## config.mk

```make
export PLATFORM = sky130hd
export DESIGN_NAME = stove_button_conditioner
export DESIGN_NICKNAME = d
export VERILOG_FILES = /design/src/rtl/stove_button_conditioner.sv
export SDC_FILE = /design/constraint.sdc
export NUM_CORES = 1
export LEC_CHECK = 0
export CAP_MARGIN = 20
export CORE_UTILIZATION = 45
export CTS_CLUSTER_DIAMETER = 200
export DETAILED_ROUTE_END_ITERATION = 10
export GPL_TIMING_DRIVEN = 0
export PLACE_DENSITY_LB_ADDON = 0.1
export SLEW_MARGIN = 0
export SYNTH_ARGS = -nofsm -noshare
export SYNTH_HDL_FRONTEND = slang
export SYNTH_SLANG_ARGS = --single-unit
```

## constraint.sdc

```tcl
create_clock -name clk -period 2.8 [get_ports clk]
set_input_delay 0.42 -clock clk [delete_from_list [all_inputs] [get_ports clk]]
set_output_delay 0.42 -clock clk [all_outputs]
set_load 0.05 [all_outputs]
```

## src/rtl/stove_button_conditioner.sv

```systemverilog
`default_nettype none
// +----------------------------------------------------------------------------+
// | Module   : stove_button_conditioner                                        |
// | Brief    : Four-key synchroniser/debouncer producing press pulse, held     |
// |            level and long-hold level; optional auto-repeat on inc/dec      |
// |            keys when STOVE_BTN_AUTOREPEAT_EN is defined.                    |
// | Revision : 1.0 - initial release                                           |
// +----------------------------------------------------------------------------+
module stove_button_conditioner #(
    parameter int unsigned DEBOUNCE_CYCLES = 500_000,
    parameter int unsigned HOLD_CYCLES     = 100_000_000,
    parameter int unsigned REPEAT_DELAY    = 25_000_000,
    parameter int unsigned REPEAT_PERIOD   = 10_000_000
) (
    input  logic       clk,
    input  logic       async_nreset,
    input  logic [3:0] btn_n,
    output logic [3:0] press_pulse,
    output logic [3:0] btn_level,
    output logic [3:0] hold_level
);

    localparam int c_NUM_KEYS = 4;

    typedef enum logic [1:0] {
        ST_IDLE        = 2'd0,
        ST_DEB_PRESS   = 2'd1,
        ST_PRESSED     = 2'd2,
        ST_DEB_RELEASE = 2'd3
    } state_t;

    logic [3:0] r_sync1;
    logic [3:0] r_sync2;

    // Synchroniser resets to the released level so no spurious press is seen.
    always_ff @(posedge clk) begin
        if (!async_nreset) begin
            r_sync1 <= '1;
            r_sync2 <= '1;
        end else begin
            r_sync1 <= btn_n;
            r_sync2 <= r_sync1;
        end
    end

`ifndef STOVE_BTN_AUTOREPEAT_EN
    logic [31:0] w_unused_repeat;
    assign w_unused_repeat = REPEAT_DELAY ^ REPEAT_PERIOD;
`endif

    for (genvar gi = 0; gi < c_NUM_KEYS; gi++) begin : g_chan
        state_t      r_state;
        state_t      w_state_nxt;
        logic [31:0] r_dc;
        logic [31:0] w_dc_nxt;
        logic [31:0] r_hc;
        logic [31:0] w_hc_nxt;
        logic        r_pulse;
        logic        w_press_evt;
        logic        w_rep;
        logic        w_s;

        assign w_s = ~r_sync2[gi];

        always_comb begin
            w_state_nxt = r_state;
            w_dc_nxt    = r_dc;
            w_hc_nxt    = r_hc;
            w_press_evt = 1'b0;
            case (r_state)
                ST_IDLE: begin
                    w_dc_nxt = '0;
                    w_hc_nxt = '0;
                    if (w_s) begin
                        w_state_nxt = ST_DEB_PRESS;
                        w_dc_nxt    = 32'd1;
                    end
                end
                ST_DEB_PRESS: begin
                    if (!w_s) begin
                        w_state_nxt = ST_IDLE;
                        w_dc_nxt    = '0;
                    end else if (r_dc == DEBOUNCE_CYCLES) begin
                        w_state_nxt = ST_PRESSED;
                        w_hc_nxt    = '0;
                        w_press_evt = 1'b1;
                    end else begin
                        w_dc_nxt = r_dc + 32'd1;
                    end
                end
                ST_PRESSED: begin
                    if (r_hc < HOLD_CYCLES) begin
                        w_hc_nxt = r_hc + 32'd1;
                    end
                    if (!w_s) begin
                        w_state_nxt = ST_DEB_RELEASE;
                        w_dc_nxt    = 32'd1;
                    end
                end
                ST_DEB_RELEASE: begin
                    // A bounce back to pressed resumes the hold without re-pulsing.
                    if (w_s) begin
                        w_state_nxt = ST_PRESSED;
                    end else if (r_dc == DEBOUNCE_CYCLES) begin
                        w_state_nxt = ST_IDLE;
                        w_dc_nxt    = '0;
                        w_hc_nxt    = '0;
                    end else begin
                        w_dc_nxt = r_dc + 32'd1;
                    end
                end
                default: begin
                    w_state_nxt = ST_IDLE;
                    w_dc_nxt    = '0;
                    w_hc_nxt    = '0;
                end
            endcase
        end

        always_ff @(posedge clk) begin
            if (!async_nreset) begin
                r_state <= ST_IDLE;
                r_dc    <= '0;
                r_hc    <= '0;
                r_pulse <= 1'b0;
            end else begin
                r_state <= w_state_nxt;
                r_dc    <= w_dc_nxt;
                r_hc    <= w_hc_nxt;
                r_pulse <= w_press_evt | w_rep;
            end
        end

`ifdef STOVE_BTN_AUTOREPEAT_EN
        if (gi == 1 || gi == 2) begin : g_rep
            // Countdown to the next repeat; loaded with the delay on the press edge.
            logic [31:0] r_rc;
            logic [31:0] w_rc_nxt;

            always_comb begin
                w_rc_nxt = r_rc;
                case (r_state)
                    ST_IDLE:      w_rc_nxt = '0;
                    ST_DEB_PRESS: w_rc_nxt = w_press_evt ? REPEAT_DELAY : '0;
                    ST_PRESSED: begin
                        if (r_rc == 32'd1) begin
                            w_rc_nxt = REPEAT_PERIOD;
                        end else if (r_rc != '0) begin
                            w_rc_nxt = r_rc - 32'd1;
                        end
                    end
                    default:      w_rc_nxt = r_rc;
                endcase
            end

            always_ff @(posedge clk) begin
                if (!async_nreset) begin
                    r_rc <= '0;
                end else begin
                    r_rc <= w_rc_nxt;
                end
            end

            assign w_rep = (r_state == ST_PRESSED) && (r_rc == 32'd1);
        end else begin : g_norep
            assign w_rep = 1'b0;
        end
`else
        assign w_rep = 1'b0;
`endif

        assign press_pulse[gi] = r_pulse;
        assign btn_level[gi]   = (r_state == ST_PRESSED) || (r_state == ST_DEB_RELEASE);
        assign hold_level[gi]  = ((r_state == ST_PRESSED) || (r_state == ST_DEB_RELEASE))
                                 && (r_hc == HOLD_CYCLES);
    end

endmodule
`default_nettype wire
```

Word level (Yosys, flattened, before mapping)
Index checks and enable logic that the tools add are counted.
{"block": "totals", "wordCells": 195, "regBits": 276, "out_inout_bits": 12, "inputBits": 6}
{"block": "classes", "magnitude_cmp": 4, "reduce_logical": 28, "addsub": 8, "n_mux": 80, "n_bitwise": 5, "n_eq_ne": 52}
{"op": "$mux 32", "n": 36}
{"op": "$pmux 32 s4", "n": 8}
{"op": "$add 32x1->32 const B", "n": 8}
{"op": "$eq 32x19->1 const B", "n": 4}
{"op": "$eq 32x27->1 const B", "n": 4}
{"op": "$lt 32x27->1 const B", "n": 4}
{"op": "$mux 2", "n": 24}
{"op": "$ne 2x2->1 const B", "n": 20}
{"op": "$ne 3x3->1 const B", "n": 12}
{"op": "$pmux 2 s4", "n": 4}
{"op": "$reduce_and 3->1", "n": 8}
{"op": "$eq 2x2->1 const B", "n": 8}
{"op": "$reduce_and 4->1", "n": 4}
{"op": "$reduce_or 3->1", "n": 4}
{"op": "$eq 2x1->1 const B", "n": 4}
{"op": "$logic_not 2->1", "n": 4}
{"op": "$mux 1", "n": 8}
{"op": "$not 1->1", "n": 5}
{"op": "$logic_and 1x1->1", "n": 4}
{"op": "$logic_or 1x1->1", "n": 4}

Logic depth before layout (Yosys ltp)
{"block": "depth", "word_depth": 4, "mapped_depth": 10}

Least setup slack after synthesis
OpenSTA, ideal clock, no wires.
{"block": "synth_path", "kind": "reg2out", "startpoint": "reg (tool-made name)", "endpoint": "out hold_level[2]", "setup_slack_ns": -0.222, "arrival_ns": 2.602, "required_time_ns": 2.380, "path_stages_with_launch": 6, "cell_sequence": "dfxtp_1 clkbuf_1 clkinv_1 nor4_1 nand4_1 nor4_1"}
{"item": "end: declaration", "line_no": "20", "rtl": "output logic [3:0] hold_level"}

Final worst setup path
{"block": "layout_path", "startpoint": "reg g_chan[2].r_hc[12]", "endpoint": "out hold_level[2]"}
{"block": "layout_via", "elab_chain_len": 2}
{"item": "start: declaration", "line_no": "56", "rtl": "logic [31:0] r_hc;"}
{"item": "start signal: assignment", "line_no": "129", "rtl": "r_hc <= w_hc_nxt;"}
{"item": "$eq 32x27->1", "line_no": "175", "rtl": "&& (r_hc == HOLD_CYCLES);"}
{"item": "$logic_and 1x1->1", "line_no": "175"}
No other way between the ends.

==> flow_metrics.py <==
metrics = {
    "synthesis": {
        "synth_area_leaders": "dfxtp_1, a21oi_1, nor2_1, nand4_1, xor2_1",
        "synth-seq-cells": 276,
        "netlist_area_mm2": 0.0143,
        "synth-edff-count": 0,
        "synth_nets": 1756,
        "synth_flop_cell": "dfxtp_1",
        "yosysSeqAreaShare_pct": 38.6,
        "synth_most_common_cell": "dfxtp_1",
        "yosys.area.top_type_share_pct": 38.6,
        "async_reset_ff_share_pct": 0,
        "yosysWarnings": 0,
        "synth_common_cells": "dfxtp_1, nor2_1, a21oi_1",
        "postSynthCellCount": 1734,
        "synthDistinctLibCells": 82,
        "post-synth-top-area-cell": "dfxtp_1",
        "syn_area_per_cell_um2": 8.25,
    },
    "timing": {
        "rsz0062_at_grt": "yes",
        "worst_slack_ns": 0.0354,
        "slew_headroom_pct": 34.6,
        "setup_viol": 0,
        "hold_viol_final": 0,
        "max_clock_freq_mhz": 362,
        "finalCriticalPeriod_ns": 2.76,
        "maxSlewViolCount": 0,
        "tightest_slew_ns": 0.972,
        "clock_skew_ns": 0.00844,
        "fin_crit_sh_pct": 98.7,
    },
    "finish": {
        "fillers": 2931,
        "n_antenna_cell": 0,
        "drive_gt1_share_pct": 8.60,
        "stdcell_count": 2211,
        "fin_area_mm2": 0.0162,
        "finalNetCount": 1812,
        "syn_to_final_growth_pct": 13.6,
    },
    "clocking": {
        "numCtsBuffers": 31,
        "clk_path_buf_depth": 3,
        "clock_sinks": 276,
        "cts_hold_buf": 0,
        "h-tree-depth": 1,
        "cts_tree": "yes",
        "cts_root_buf": "clkbuf_16",
        "clk_pin_slew_ns": 0.06,
        "clock_latency_ns": 0.57,
    },
    "worst_setup_path": {
        "cp-start-kind": "flop",
        "rr_worst_depth": 10,
        "crit_type": "flop to output port",
        "r2r-start": "g_chan[0].r_dc[0]",
        "critical_path_required_ns": 2.38,
        "rr_endpoint": "g_chan[0].r_hc[24]",
        "r2r_setup_slack_ns": 0.15,
        "critPathMaxFanout": 4,
        "cp-startpoint": "g_chan[2].r_hc[12]",
        "crit_arrival_ns": 2.34,
        "endpoint_kind": "output port",
    },
    "place": {
        "hpwl_mm": 24.5,
        "dp_slack_ns": -0.762,
        "portBuffers": 17,
        "gp_congestion": 0.844,
        "placed_area_mm2": 0.0150,
        "dp_cells": 2149,
    },
    "pwr": {
        "max-vdd-ir-drop_uv": 435,
        "power.density_mw_per_mm2": 518,
        "finalPower_mw": 8.41,
        "power_leakage_nw": 4.75,
    },
    "floorplanning": {
        "core_mm2": 0.0309,
        "core.rowCount": 64,
        "die_y_um": 180,
        "dieArea_mm2": 0.0325,
        "die_w_um": 180,
        "start_util_pct": 46.3,
        "pin_count": 18,
    },
    "grt": {
        "grt_usage_pct": 21.6,
        "grt_pass1_wl_mm": 60.2,
        "antenna_found_initial": 0,
        "grt_pass1_vias": 12200,
        "grt_max_degree": 16,
        "overflow": 0,
    },
    "route": {
        "routed_via_density": 5.88,
        "dr.pass1.iters": 5,
        "drt-initial-drc-count": 819,
        "wirelength_mm": 35.6,
        "wire_per_inst_um": 16.1,
        "vias": 13000,
        "antenna_left": 0,
        "drc_errors": 0,
    },
    "worst_hold_path": {
        "holdPathStages": 2,
        "min_to": "r_sync1[2]",
        "hp-start": "btn_n[2]",
        "hold_path.class": "input pin to flop",
    },
    "run": {
        "drv_cap": 0,
    },
    "run_status": {
        "status": "complete, no violations",
    },
}
[where the power goes]
group | total [mW] | switching [mW] | internal (mW)
clock network | 4.37 | 1.74 | 2.63
registers | 3.94 | 0.00617 | 3.93
logic | 0.107 | 0.0755 | 0.0314
[registers in the layout, summed over array words and instances (netlist names), named ones only]
register,count
g_chan.r_hc,128
g_chan.r_pulse,4
r_sync2,4
r_sync1,4
g_chan.r_state,4
g_chan.r_dc,128
[placed cells by master, fill, tap and decap left out, types with 6 or more instances in the layout]
master           Yosys  layout
clkbuf_2             0      15
a21oi_1            127     127
dfxtp_1            276     271
buf_2               15      19
xnor2_1             41      41
o2111ai_1           15      15
o21ai_0             94      92
nand4_1             81      81
and3_1              42      42
clkbuf_1            73      57
a211oi_1             7       7
clkinvlp_4           0       9
nor4_2               4       7
nand3_1             78      78
and2_1              24      24
clkbuf_16            0      31
o31a_1               7       7
inv_1               61      60
mux2i_1              6       6
o31ai_1             40      39
nor4b_1             15      13
nor4_1              45      41
nand2b_1            17      17
or3_1               75      75
and4_1              33      33
nor3_1              50      49
o211ai_1            28      28
or4_1               52      51
nor2b_1              6       6
nor2_1             143     142
ha_1                16      16
clkdlybuf4s50_1      0      12
o21a_1              18      18
xor2_1              54      54
or2_2                6       6
buf_4                5      15
nand2_1             97      97
[cell families (layout without fill, tap and decap cells)]
family	after synthesis	in the layout	synth area share, %
compound gates	380	380	16.8
simple gates	800	800	32.4
xor+xnor	95	95	5.82
mux	7	7	0.499
flops	276	276	38.6
fa+ha+maj	16	16	1.40
buf+inv	160	241	4.46
[per-stage QoR]
step	hold WS [ns]	utilization, %	setup TNS (ns)
after CTS	0.376	52.0	-0.0154
final	0.405	52.6	0
after global placement	0.387	48.4	-56.83
after global routing	0.394	52.6	-0.0770
after floorplan	0.386	-	0
after detailed placement	0.399	48.5	-54.89
[repair_timing]
item	in CTS	in global routing
endpoints found under the hold margin	0	0
endpoints found under the setup margin	39	177
buffers inserted	0	6
resized for setup	28	58
pin swaps	0	8
[routing by layer]
metal / global-route usage (%) / up-vias / routed length (um)
met5: 0 / - / 0
met4: 5.95 / 0 / 819
met3: 2.51 / 60 / 1240
met2: 34.9 / 212 / 16100
met1: 30.3 / 6138 / 17500
li1: - / 6597 / -
[worst max-delay path: stages, from the launching register on]
cell and delay [ns]:
dfxtp_2 0.33, or4_4 0.55, nor4_4 0.14, nand4_1 0.15, nor4_2 0.34, buf_4 0.26
[worst max path at each step]
stage                                     to  cells past startpoint
after floorplan                hold_level[3]                      4
after global placement     g_chan[3].r_hc[8]                      6
after detailed placement  g_chan[1].r_hc[22]                      7
after CTS                      hold_level[2]                      5
after global routing           hold_level[2]                      5
final                          hold_level[2]                      5
[final cells by class]
| type | instances | area, um^2 | area share [%] |
|---|---|---|---|
| Clock inverter | 21 | 264 | 1.63 |
| Multi-Input combinational cell | 1298 | 8240 | 50.7 |
| Tap cell | 396 | 495 | 3.05 |
| Timing Repair Buffer | 25 | 214 | 1.32 |
| Buffer | 95 | 415 | 2.56 |
| Inverter | 63 | 238 | 1.46 |
| Sequential cell | 276 | 5530 | 34.0 |
| Clock buffer | 37 | 848 | 5.22 |
(Power assumes the default switching activity.)
